`config.mk`:
```
export PLATFORM = sky130hd
export DESIGN_NAME = uart_tx_fifo_flat
export DESIGN_NICKNAME = d
export VERILOG_FILES = /design/src/rtl/uart_tx_fifo_if.sv /design/src/rtl/uart_tx_fifo.sv /design/src/flat_wrapper.sv
export SDC_FILE = /design/constraint.sdc
export NUM_CORES = 1
export LEC_CHECK = 0
export ABC_AREA = 1
export CAP_MARGIN = 30
export CORE_MARGIN = 2
export CORE_UTILIZATION = 52
export CTS_CLUSTER_DIAMETER = 50
export DETAILED_ROUTE_END_ITERATION = 6
export GPL_ROUTABILITY_DRIVEN = 0
export PLACE_DENSITY = 0.7
export REMOVE_ABC_BUFFERS = 1
export SLEW_MARGIN = 25
export SYNTH_ARGS = -nofsm -noshare
export SYNTH_HDL_FRONTEND = slang
export SYNTH_SLANG_ARGS = --single-unit
```
`constraint.sdc`:
```
create_clock -name clk -period 6.9 [get_ports clk]
set_clock_uncertainty 0.2 [all_clocks]
set_input_delay 1.035 -clock clk [delete_from_list [all_inputs] [get_ports clk]]
set_output_delay 1.035 -clock clk [all_outputs]
set_load 0.05 [all_outputs]
```
`src/rtl/uart_tx_fifo_if.sv`:
```
// Producer/UART handshake bundle for uart_tx_fifo.
// slave  : the FIFO itself.
// master : the environment around it (MMIO producer plus uart_tx).
interface uart_tx_fifo_if #(
  parameter int ADDR_W = 4
);
  logic              wr_en;
  logic [7:0]        wr_data;
  logic              full;
  logic              empty;
  logic [ADDR_W:0]   count;
  logic              overflow;
  logic              timeout_err;
  logic              clr_err;
  logic              uart_busy;
  logic              uart_write_en;
  logic [7:0]        uart_data;

  modport slave (
    input  wr_en, wr_data, clr_err, uart_busy,
    output full, empty, count, overflow, timeout_err, uart_write_en, uart_data
  );

  modport master (
    output wr_en, wr_data, clr_err, uart_busy,
    input  full, empty, count, overflow, timeout_err, uart_write_en, uart_data
  );
endinterface

```
`src/rtl/uart_tx_fifo.sv`:
```
// Byte FIFO plus drain controller feeding uart_tx.
// Optional feature: define UART_FIFO_CRLF_EN to expand each pushed 0x0A
// into the pair 0x0D,0x0A (second byte written from a pending register).
module uart_tx_fifo #(
  parameter int ADDR_W      = 4,
  parameter int ACK_TIMEOUT = 64
) (
  input logic           clk,
  input logic           rst,
  uart_tx_fifo_if.slave bus
);
  localparam int DEPTH = 1 << ADDR_W;
  localparam int TW    = (ACK_TIMEOUT > 1) ? $clog2(ACK_TIMEOUT) : 1;
  localparam logic [ADDR_W:0] CNT_FULL = (ADDR_W+1)'(DEPTH);
  localparam logic [TW-1:0]   TMAX     = TW'(ACK_TIMEOUT - 1);

  typedef enum logic [1:0] {IDLE, WAIT_BUSY, WAIT_DONE} state_t;

  logic [7:0]        mem [DEPTH];
  logic [ADDR_W-1:0] wr_ptr, rd_ptr;
  logic [ADDR_W:0]   cnt;
  logic [TW-1:0]     timer, timer_nxt;
  state_t            state, state_nxt;
  logic              launch, to_set;
  logic              full_i, empty_i;
  logic              push_ok, ovf_set, do_wr;
  logic [7:0]        wbyte;

  assign empty_i = (cnt == '0);

`ifdef UART_FIFO_CRLF_EN
  localparam logic [ADDR_W:0] CNT_ROOM2 = (ADDR_W+1)'(DEPTH - 2);
  logic pend, is_lf, lf_room;

  assign is_lf   = (bus.wr_data == 8'h0A);
  assign lf_room = (cnt <= CNT_ROOM2);
  // Producer is held off for the cycle the trailing 0x0A is written.
  assign full_i  = (cnt == CNT_FULL) || pend;
  assign push_ok = bus.wr_en && !full_i && (!is_lf || lf_room);
  assign ovf_set = bus.wr_en && !push_ok;
  assign do_wr   = pend || push_ok;
  assign wbyte   = pend ? 8'h0A : (is_lf ? 8'h0D : bus.wr_data);

  // Pending LF: armed when a CR has been written in place of a pushed LF.
  always_ff @(posedge clk or posedge rst) begin
    if (rst) pend <= 1'b0;
    else     pend <= push_ok && is_lf;
  end
`else
  assign full_i  = (cnt == CNT_FULL);
  assign push_ok = bus.wr_en && !full_i;
  assign ovf_set = bus.wr_en && full_i;
  assign do_wr   = push_ok;
  assign wbyte   = bus.wr_data;
`endif

  assign bus.full  = full_i;
  assign bus.empty = empty_i;
  assign bus.count = cnt;

  // Drain FSM: launch one byte, wait for busy to rise, then to fall.
  always_comb begin
    state_nxt = state;
    timer_nxt = timer;
    launch    = 1'b0;
    to_set    = 1'b0;
    case (state)
      IDLE: begin
        if (!empty_i && !bus.uart_busy) begin
          launch    = 1'b1;
          timer_nxt = '0;
          state_nxt = WAIT_BUSY;
        end
      end
      WAIT_BUSY: begin
        if (bus.uart_busy) begin
          state_nxt = WAIT_DONE;
        end else if (timer == TMAX) begin
          // uart_tx never acknowledged: drop this byte, do not retry.
          to_set    = 1'b1;
          state_nxt = IDLE;
        end else begin
          timer_nxt = timer + TW'(1);
        end
      end
      WAIT_DONE: begin
        if (!bus.uart_busy) state_nxt = IDLE;
      end
      default: state_nxt = IDLE;
    endcase
  end

  // Storage array; contents need no reset since count gates every read.
  always_ff @(posedge clk) begin
    if (do_wr) mem[wr_ptr] <= wbyte;
  end

  // Pointers, occupancy, FSM state, UART launch register and sticky flags.
  always_ff @(posedge clk or posedge rst) begin
    if (rst) begin
      wr_ptr            <= '0;
      rd_ptr            <= '0;
      cnt               <= '0;
      state             <= IDLE;
      timer             <= '0;
      bus.uart_write_en <= 1'b0;
      bus.uart_data     <= 8'h00;
      bus.overflow      <= 1'b0;
      bus.timeout_err   <= 1'b0;
    end else begin
      state             <= state_nxt;
      timer             <= timer_nxt;
      bus.uart_write_en <= launch;
      if (do_wr)  wr_ptr <= wr_ptr + ADDR_W'(1);
      if (launch) begin
        rd_ptr        <= rd_ptr + ADDR_W'(1);
        bus.uart_data <= mem[rd_ptr];
      end
      case ({do_wr, launch})
        2'b10:   cnt <= cnt + (ADDR_W+1)'(1);
        2'b01:   cnt <= cnt - (ADDR_W+1)'(1);
        default: cnt <= cnt;
      endcase
      // A new error event beats a same-cycle clear.
      if (ovf_set)          bus.overflow <= 1'b1;
      else if (bus.clr_err) bus.overflow <= 1'b0;
      if (to_set)           bus.timeout_err <= 1'b1;
      else if (bus.clr_err) bus.timeout_err <= 1'b0;
    end
  end
endmodule

```
`src/flat_wrapper.sv`:
```
// flat-port wrapper written by rule: the top's interface ports become plain ports
module uart_tx_fifo_flat 
#(
  parameter int ADDR_W      = 4,
  parameter int ACK_TIMEOUT = 64
)
  (clk, rst, bus_wr_en, bus_wr_data, bus_clr_err, bus_uart_busy, bus_full, bus_empty, bus_count, bus_overflow, bus_timeout_err, bus_uart_write_en, bus_uart_data);
  uart_tx_fifo_if #(.ADDR_W(ADDR_W)) bus_i ();
  input logic clk;
  input logic rst;
  input wire logic [$bits(bus_i.wr_en)-1:0] bus_wr_en;
  input wire logic [$bits(bus_i.wr_data)-1:0] bus_wr_data;
  input wire logic [$bits(bus_i.clr_err)-1:0] bus_clr_err;
  input wire logic [$bits(bus_i.uart_busy)-1:0] bus_uart_busy;
  output wire logic [$bits(bus_i.full)-1:0] bus_full;
  output wire logic [$bits(bus_i.empty)-1:0] bus_empty;
  output wire logic [$bits(bus_i.count)-1:0] bus_count;
  output wire logic [$bits(bus_i.overflow)-1:0] bus_overflow;
  output wire logic [$bits(bus_i.timeout_err)-1:0] bus_timeout_err;
  output wire logic [$bits(bus_i.uart_write_en)-1:0] bus_uart_write_en;
  output wire logic [$bits(bus_i.uart_data)-1:0] bus_uart_data;
  assign bus_i.wr_en = bus_wr_en;
  assign bus_i.wr_data = bus_wr_data;
  assign bus_i.clr_err = bus_clr_err;
  assign bus_i.uart_busy = bus_uart_busy;
  assign bus_full = bus_i.full;
  assign bus_empty = bus_i.empty;
  assign bus_count = bus_i.count;
  assign bus_overflow = bus_i.overflow;
  assign bus_timeout_err = bus_i.timeout_err;
  assign bus_uart_write_en = bus_i.uart_write_en;
  assign bus_uart_data = bus_i.uart_data;
  uart_tx_fifo #(.ADDR_W(ADDR_W), .ACK_TIMEOUT(ACK_TIMEOUT)) u_core (.clk(clk), .rst(rst), .bus(bus_i));
endmodule
```
==> results of run 1 <==
==> final cells by class <==
class | count | area share (%)
Clock inverter | 15 | 2.20
Clock buffer | 17 | 5.16
Multi-Input combinational cell | 406 | 23.4
Tap cell | 176 | 2.67
Timing Repair Buffer | 35 | 4.22
Inverter | 130 | 5.92
Sequential cell | 160 | 56.4
==> registers in the layout, summed over array words and instances, names as in the netlist <==
register / flops
u_core.state: 2
u_core.bus.overflow: 1
u_core.timer: 6
u_core.bus.count: 5
u_core.bus.uart_data: 8
u_core.wr_ptr: 4
u_core.bus.timeout_err: 1
u_core.bus.uart_write_en: 1
u_core.mem: 128
u_core.rd_ptr: 4
==> final timing paths <==
kind	startpoint	end	slack, ns
worst max-delay path	bus_uart_busy	u_core.bus.count[4]	3.26
worst max register to register	u_core.bus.count[2]	u_core.bus.count[4]	3.75
min in group asynchronous	rst	u_core.wr_ptr[3]	0.80
max in group asynchronous	rst	u_core.rd_ptr[0]	5.37
worst min-delay path	u_core.bus.uart_data[4]	u_core.bus.uart_data[4]	0.29
worst min register to register	u_core.bus.uart_data[4]	u_core.bus.uart_data[4]	0.29
==> cell usage after synthesis <==
library cell	number	area, um2
a21boi_0	1	7.51
a21oi_1	2	10.0
buf_2	18	90.1
buf_4	7	52.6
buf_6	1	11.3
clkbuf_1	2	7.51
clkinv_1	1	3.75
dfrtp_1	32	801
edfxtp_1	128	3840
ha_1	10	125
inv_1	123	462
inv_2	6	22.5
nand2_1	227	852
nand2_2	3	18.8
nand3_1	111	556
nand3b_1	1	7.51
nand4_1	2	12.5
nor2_1	9	33.8
nor2_4	1	11.3
nor3_1	13	65.1
o21ai_0	9	45.0
o21ai_1	3	15.0
o21bai_1	1	7.51
o22ai_1	1	6.26
or2_2	1	6.26
xnor2_1	1	8.76
xor2_1	10	87.6
==> worst max-delay path: cells and delay by family <==
family / cells / cell delay, ns
buf+inv: 4 / 1.02
simple gates: 6 / 0.77
fa+ha+maj: 2 / 0.56
xor+xnor: 2 / 0.42
==> placed cells by master (no fill, tap or decap), types with 4 or more instances in the layout <==
master	instances
nor3_2	11
nor2_1	9
clkbuf_16	17
edfxtp_1	128
inv_6	4
nand2_1	227
xor2_1	10
clkdlybuf4s50_1	30
o21ai_0	9
dfrtp_1	31
ha_1	10
inv_1	123
inv_2	6
nand3_1	111
==> per-layer routing <==
layer	track usage (%)	routed length, um
met1	29.2	6300
met2	38.5	7780
met3	5.55	1240
met4	8.05	313
met5	0	0
==> kinds of logic after synthesis <==
logic type      count (synthesis)  share of synthesized area, %
simple gates                  368                          21.8
flops                         160                          64.8
buf+inv                       158                          9.06
compound gates                 17                          1.27
xor+xnor                       11                          1.34
fa+ha+maj                      10                          1.75
==> report_power, final <==
group	switching (W)	leakage, nW	total (W)	internal (W)
registers	0.0000977	1.56	0.00130	0.00120
logic	0.000918	1.77	0.00129	0.000375
clock network	0.000387	0.296	0.000961	0.000574
==> per-stage QoR <==
step / std cells / power, W
after global placement: 905 / 0.00252
final: 939 / 0.00355
after detailed placement: 906 / 0.00256
after floorplan: 696 / 0.00214
after global routing: 939 / 0.00374
after CTS: 938 / 0.00354
==> reports/qor.log, run 1 <==
qor: die.placement_rows 42
qor: setup_path.cp_max_fo 14
qor: finish.layout.core_utilization 61.7%
qor: die.dieArea 14700 um2
qor: setup_path.slowest_delay 0.46 ns
qor: yosys.post_synth_num_cell_types 27
qor: grt.vias_in_the_first_global_route 4923
qor: drt.initialDrtViolationCount 473
qor: finish.design.final.nets 773
qor: drt.drt-pass1-iter-count 5
qor: die.num_io_pins 31
qor: yosys.ys_ff_latch 160
qor: timing.final_critical_path_setup_slack 3.26 ns
qor: grt.grt_overflow_total 0
qor: setup_path.critPathCaptureType flip-flop
qor: clock_network.tritoncts built
qor: timing.setup-tns-final 0 ns
qor: clock_network.clk_root_buffer_cell clkbuf_16
qor: yosys.syn_area 7170 um2
qor: timing.whs 0.288 ns
qor: clock_network.cts_hold_buf 0
qor: yosys.ys_warn_count 0
qor: setup_path.critical-path-slowest-cell inv_1
qor: setup_path.path_cells clkdlybuf4s50_1, inv_1, nand3_1, inv_1, ha_1, xor2_1, ha_1, inv_1, nand2_1, nand3_1, nand2_1, xor2_1, nand2_1, nand2_1
qor: place.dp_worst_setup_slack 2.91 ns
qor: clock_network.postCtsSetupRepairBufs 0
qor: finish.area.growth.synth_to_final 14.9%
qor: setup_path.reg2reg_depth 14
qor: timing.rsz_0062_raised_after_global_routing false
qor: die.fp.dieH 121 um
qor: run_status.run_status finished clean
qor: pwr.power_density 431 nW/um2
qor: finish.final_cell_area 8240 um2
qor: clock_network.tritoncts_num_sinks 160
qor: die.die_width 121 um
qor: pwr.ir_worst_vdd 244 uV
qor: finish.antenna_diodes 0
qor: timing.timing.final.max_slew_violations 0
qor: place.port_buffers 30
qor: yosys.syn_area_cell 9.90 um2
qor: timing.worst_pin_slew 0.817 ns
qor: drt.antenna_left 0
qor: drt.avgRoutedWirePerCell 16.6 um
qor: setup_path.setup.worst_path.start_class input port
qor: finish.drive_above_1_share 7.73%
qor: setup_path.timing.setup.critical_path_class input port to flip-flop
qor: timing.slew_headroom 45.4%
qor: place.dpl-instance-area 7570 um2
qor: setup_path.worst-endpoint-arrival 3.80 ns
qor: die.placeableCoreArea 13300 um2
qor: clock_network.clkTransAtPathRegs 0.06 ns
qor: grt.first_pass_grt_wire_length 25000 um
qor: timing.finalCriticalPeriod 3.64 ns
qor: timing.max_clk_rate 275 MHz
qor: yosys.netlist_instances 724
qor: finish.multiInputGateArea 1930 um2
qor: grt.grt_util_all_layers 22.9%
qor: setup_path.cp.required 7.06 ns
qor: setup_path.critical-path-top-cell-by-count nand2_1
qor: finish.fillCellCount 1121
qor: drt.detail_route.wirelength 15600 um
qor: timing.layout_worst_path_cycle_share 52.8%
qor: drt.via_per_inst 5.29
qor: pwr.total_leakage_power 3.62 nW
qor: hold_path.hp-class flip-flop to flip-flop
qor: clock_network.clock_tree.htree_level_count 4
qor: drt.route.vias.total 4971
qor: finish.sequential_cell_area 4650 um2
qor: job.max_cap_viols 0
qor: timing.hold_viol 0
qor: timing.timing.final.setup_violations 0
qor: place.post-dp-hpwl 9810 um
qor: clock_network.clockBufferDepth 2
qor: hold_path.worst_hold_path.num_cells 2
qor: die.floorplan.initialDensity 53.7%
qor: drt.drc 0
qor: clock_network.cts-buffers-inserted 17
qor: grt.grt_antenna_before_repair 0
qor: clock_network.cts.repair.resized 0
qor: clock_network.clock_insertion_delay_worst_skew 0.43 ns
qor: grt.maximum_number_of_pins_on_one_net_before_global_route_repair 68
qor: yosys.sequential_to_total_area_share_from_yosys_stat 64.8%
(Power assumes the default switching activity.)
==> run 2, diff against run 1 <==
Settings changed: PLACE_DENSITY 0.7 to 0.73.
Clock period 6.9 ns to 3.1 ns, I/O delays scaled along.
==> run 2 against run 1 <==
Against the previous run:
- register-to-register slack got worse by 3.2 ns
- non-clock buffer count rose by 15
- worst hold slack got worse by 0.057 ns
- cell count rose by 1.6%
- design area rose by 0.59%
- global-route usage rose by 0.22 points
- via count fell by 0.24%
- critical endpoint is now bus_full
- largest cell class unchanged
- highest routed layer unchanged
==> reports/qor.log, run 2 (same netlist as run 1, synthesis figures left out) <==
qor: clock_network.postCtsSetupRepairBufs 0
qor: run_status.run_status finished clean
qor: finish.largest_reg_flops 128
qor: drt.initialDrtViolationCount 335
qor: job.max_cap_viols 0
qor: die.num_io_pins 31
qor: timing.max_clk_rate 366 MHz
qor: drt.highest-signal-layer met4
qor: clock_network.clkTransAtPathRegs 0.06 ns
qor: timing.finalCriticalPeriod 2.73 ns
qor: clock_network.clock_insertion_delay_worst_skew 0.43 ns
qor: timing.hold_viol 0
qor: timing.setup-tns-final 0 ns
qor: drt.via_per_inst 5.20
qor: timing.slew_headroom 40.8%
qor: grt.maximum_number_of_pins_on_one_net_before_global_route_repair 65
qor: clock_network.tritoncts built
qor: timing.layout_worst_path_cycle_share 88.1%
qor: drt.antenna_left 0
qor: setup_path.critPathCaptureType output pin
qor: drt.detail_route.wirelength 15600 um
qor: hold_path.hp-class input port to async pin
qor: drt.avgRoutedWirePerCell 16.4 um
qor: setup_path.cp_max_fo 5
qor: grt.vias_in_the_first_global_route 4817
qor: drt.dr_wl_met2 7690 um
qor: pwr.total_leakage_power 3.68 nW
qor: timing.worst_pin_slew 0.885 ns
qor: drt.route.vias.total 4959
qor: finish.layout_top_registers u_core.mem (128), u_core.bus.uart_data (8), u_core.timer (6)
qor: timing.rsz_0062_raised_after_global_routing false
qor: grt.grt_overflow_total 0
qor: drt.drc 0
qor: pwr.power_density 946 nW/um2
qor: die.placement_rows 42
qor: grt.grt_antenna_before_repair 0
qor: setup_path.timing.setup.critical_path_class flip-flop to output pin
qor: die.die_width 121 um
qor: place.port_buffers 30
qor: grt.grt_util_all_layers 23.2%
qor: finish.top_register u_core.mem
qor: clock_network.cts.repair.resized 0
qor: clock_network.clk_root_buffer_cell clkbuf_16
qor: finish.drive_above_1_share 8.10%
qor: setup_path.cp.required 2.43 ns
qor: die.fp.dieH 121 um
qor: setup_path.setup.worst_path.start_class flip-flop
qor: clock_network.clockBufferDepth 2
qor: drt.drt-pass1-iter-count 6
qor: pwr.ir_worst_vdd 570 uV
qor: grt.first_pass_grt_wire_length 25300 um
qor: finish.layout_commonest_cell nand2_1
qor: clock_network.clock_tree.htree_level_count 4
qor: die.floorplan.initialDensity 53.7%
qor: die.placeableCoreArea 13300 um2
qor: setup_path.worst-endpoint-arrival 2.07 ns
qor: finish.design.final.nets 788
qor: place.post-dp-hpwl 9960 um
qor: finish.antenna_diodes 0
qor: pwr.post-layout-total-power 0.00784 W
qor: clock_network.cts_hold_buf 0
qor: drt.met3_length 1070 um
qor: clock_network.tritoncts_num_sinks 160
qor: finish.area.growth.synth_to_final 15.6%
qor: drt.wl_met1 6510 um
qor: clock_network.cts-buffers-inserted 17
qor: timing.timing.final.max_slew_violations 0
qor: die.dieArea 14700 um2
qor: timing.timing.final.setup_violations 0
qor: finish.most-common-layout-cells 227 x nand2_1, 128 x edfxtp_1, 123 x inv_1, 111 x nand3_1, 31 x dfrtp_1
run 2: cell count changes in the layout (fill, tap and decap cells not counted), sizes merged:
cell      delta
clkbuf       +1
inv          -5
clkinvlp     +2
clkinv       +2
buf         +15
run 2: per-stage QoR:
stage | instances | hold WS, ns | cell area, um2 | setup slack, ns | utilization, %
floorplan | 696 | 0.274 | 7010 | 0.189 | -
global placement | 922 | 0.270 | 7690 | 0.496 | 57.6
detailed placement | 922 | 0.264 | 7690 | 0.355 | 57.6
CTS | 954 | 0.232 | 8290 | 0.336 | 62.1
global route | 954 | 0.256 | 8290 | 0.217 | 62.1
finish | 954 | 0.231 | 8290 | 0.369 | 62.1
run 2: area by class of cell:
class	count	area [um2]
clock buffer	18	429
multi-input combinational	406	1880
fill	1083	5060
timing repair buffer	50	463
inverter	130	488
sequential	160	4650
clock inverter	14	166
tap	176	220
run 2: per-layer routing:
layer | global-route usage (%) | vias to the layer above
li1 | - | 2403
met1 | 30.8 | 2354
met2 | 37.6 | 177
met3 | 4.42 | 25
met4 | 9.70 | 0
met5 | 0 | -
run 2: critical path, stage by stage (launching register included):
cell             delay (ns)
dfrtp_1                0.43
nor2_1                 0.16
nand4_1                0.14
inv_1                  0.10
clkdlybuf4s50_1        0.81
run 2: worst paths after layout:
path	start	to	slack [ns]	cells past startpoint
min	rst	u_core.state[0]	0.23	3
max	u_core.bus.count[0]	bus_full	0.37	4
min reg2reg	u_core.bus.uart_data[5]	u_core.bus.uart_data[5]	0.28	2
min in group clk	u_core.bus.uart_data[5]	u_core.bus.uart_data[5]	0.28	2
max reg2reg	u_core.bus.count[0]	u_core.bus.count[4]	0.56	14
max in group asynchronous	rst	u_core.rd_ptr[0]	2.15	3
run 2: report_power, final:
part           leakage, nW  total [W]  internal (W)  switching [W]
combinational         1.84    0.00289      0.000874        0.00202
clock                0.282    0.00209       0.00126       0.000824
sequential            1.56    0.00286       0.00267       0.000195
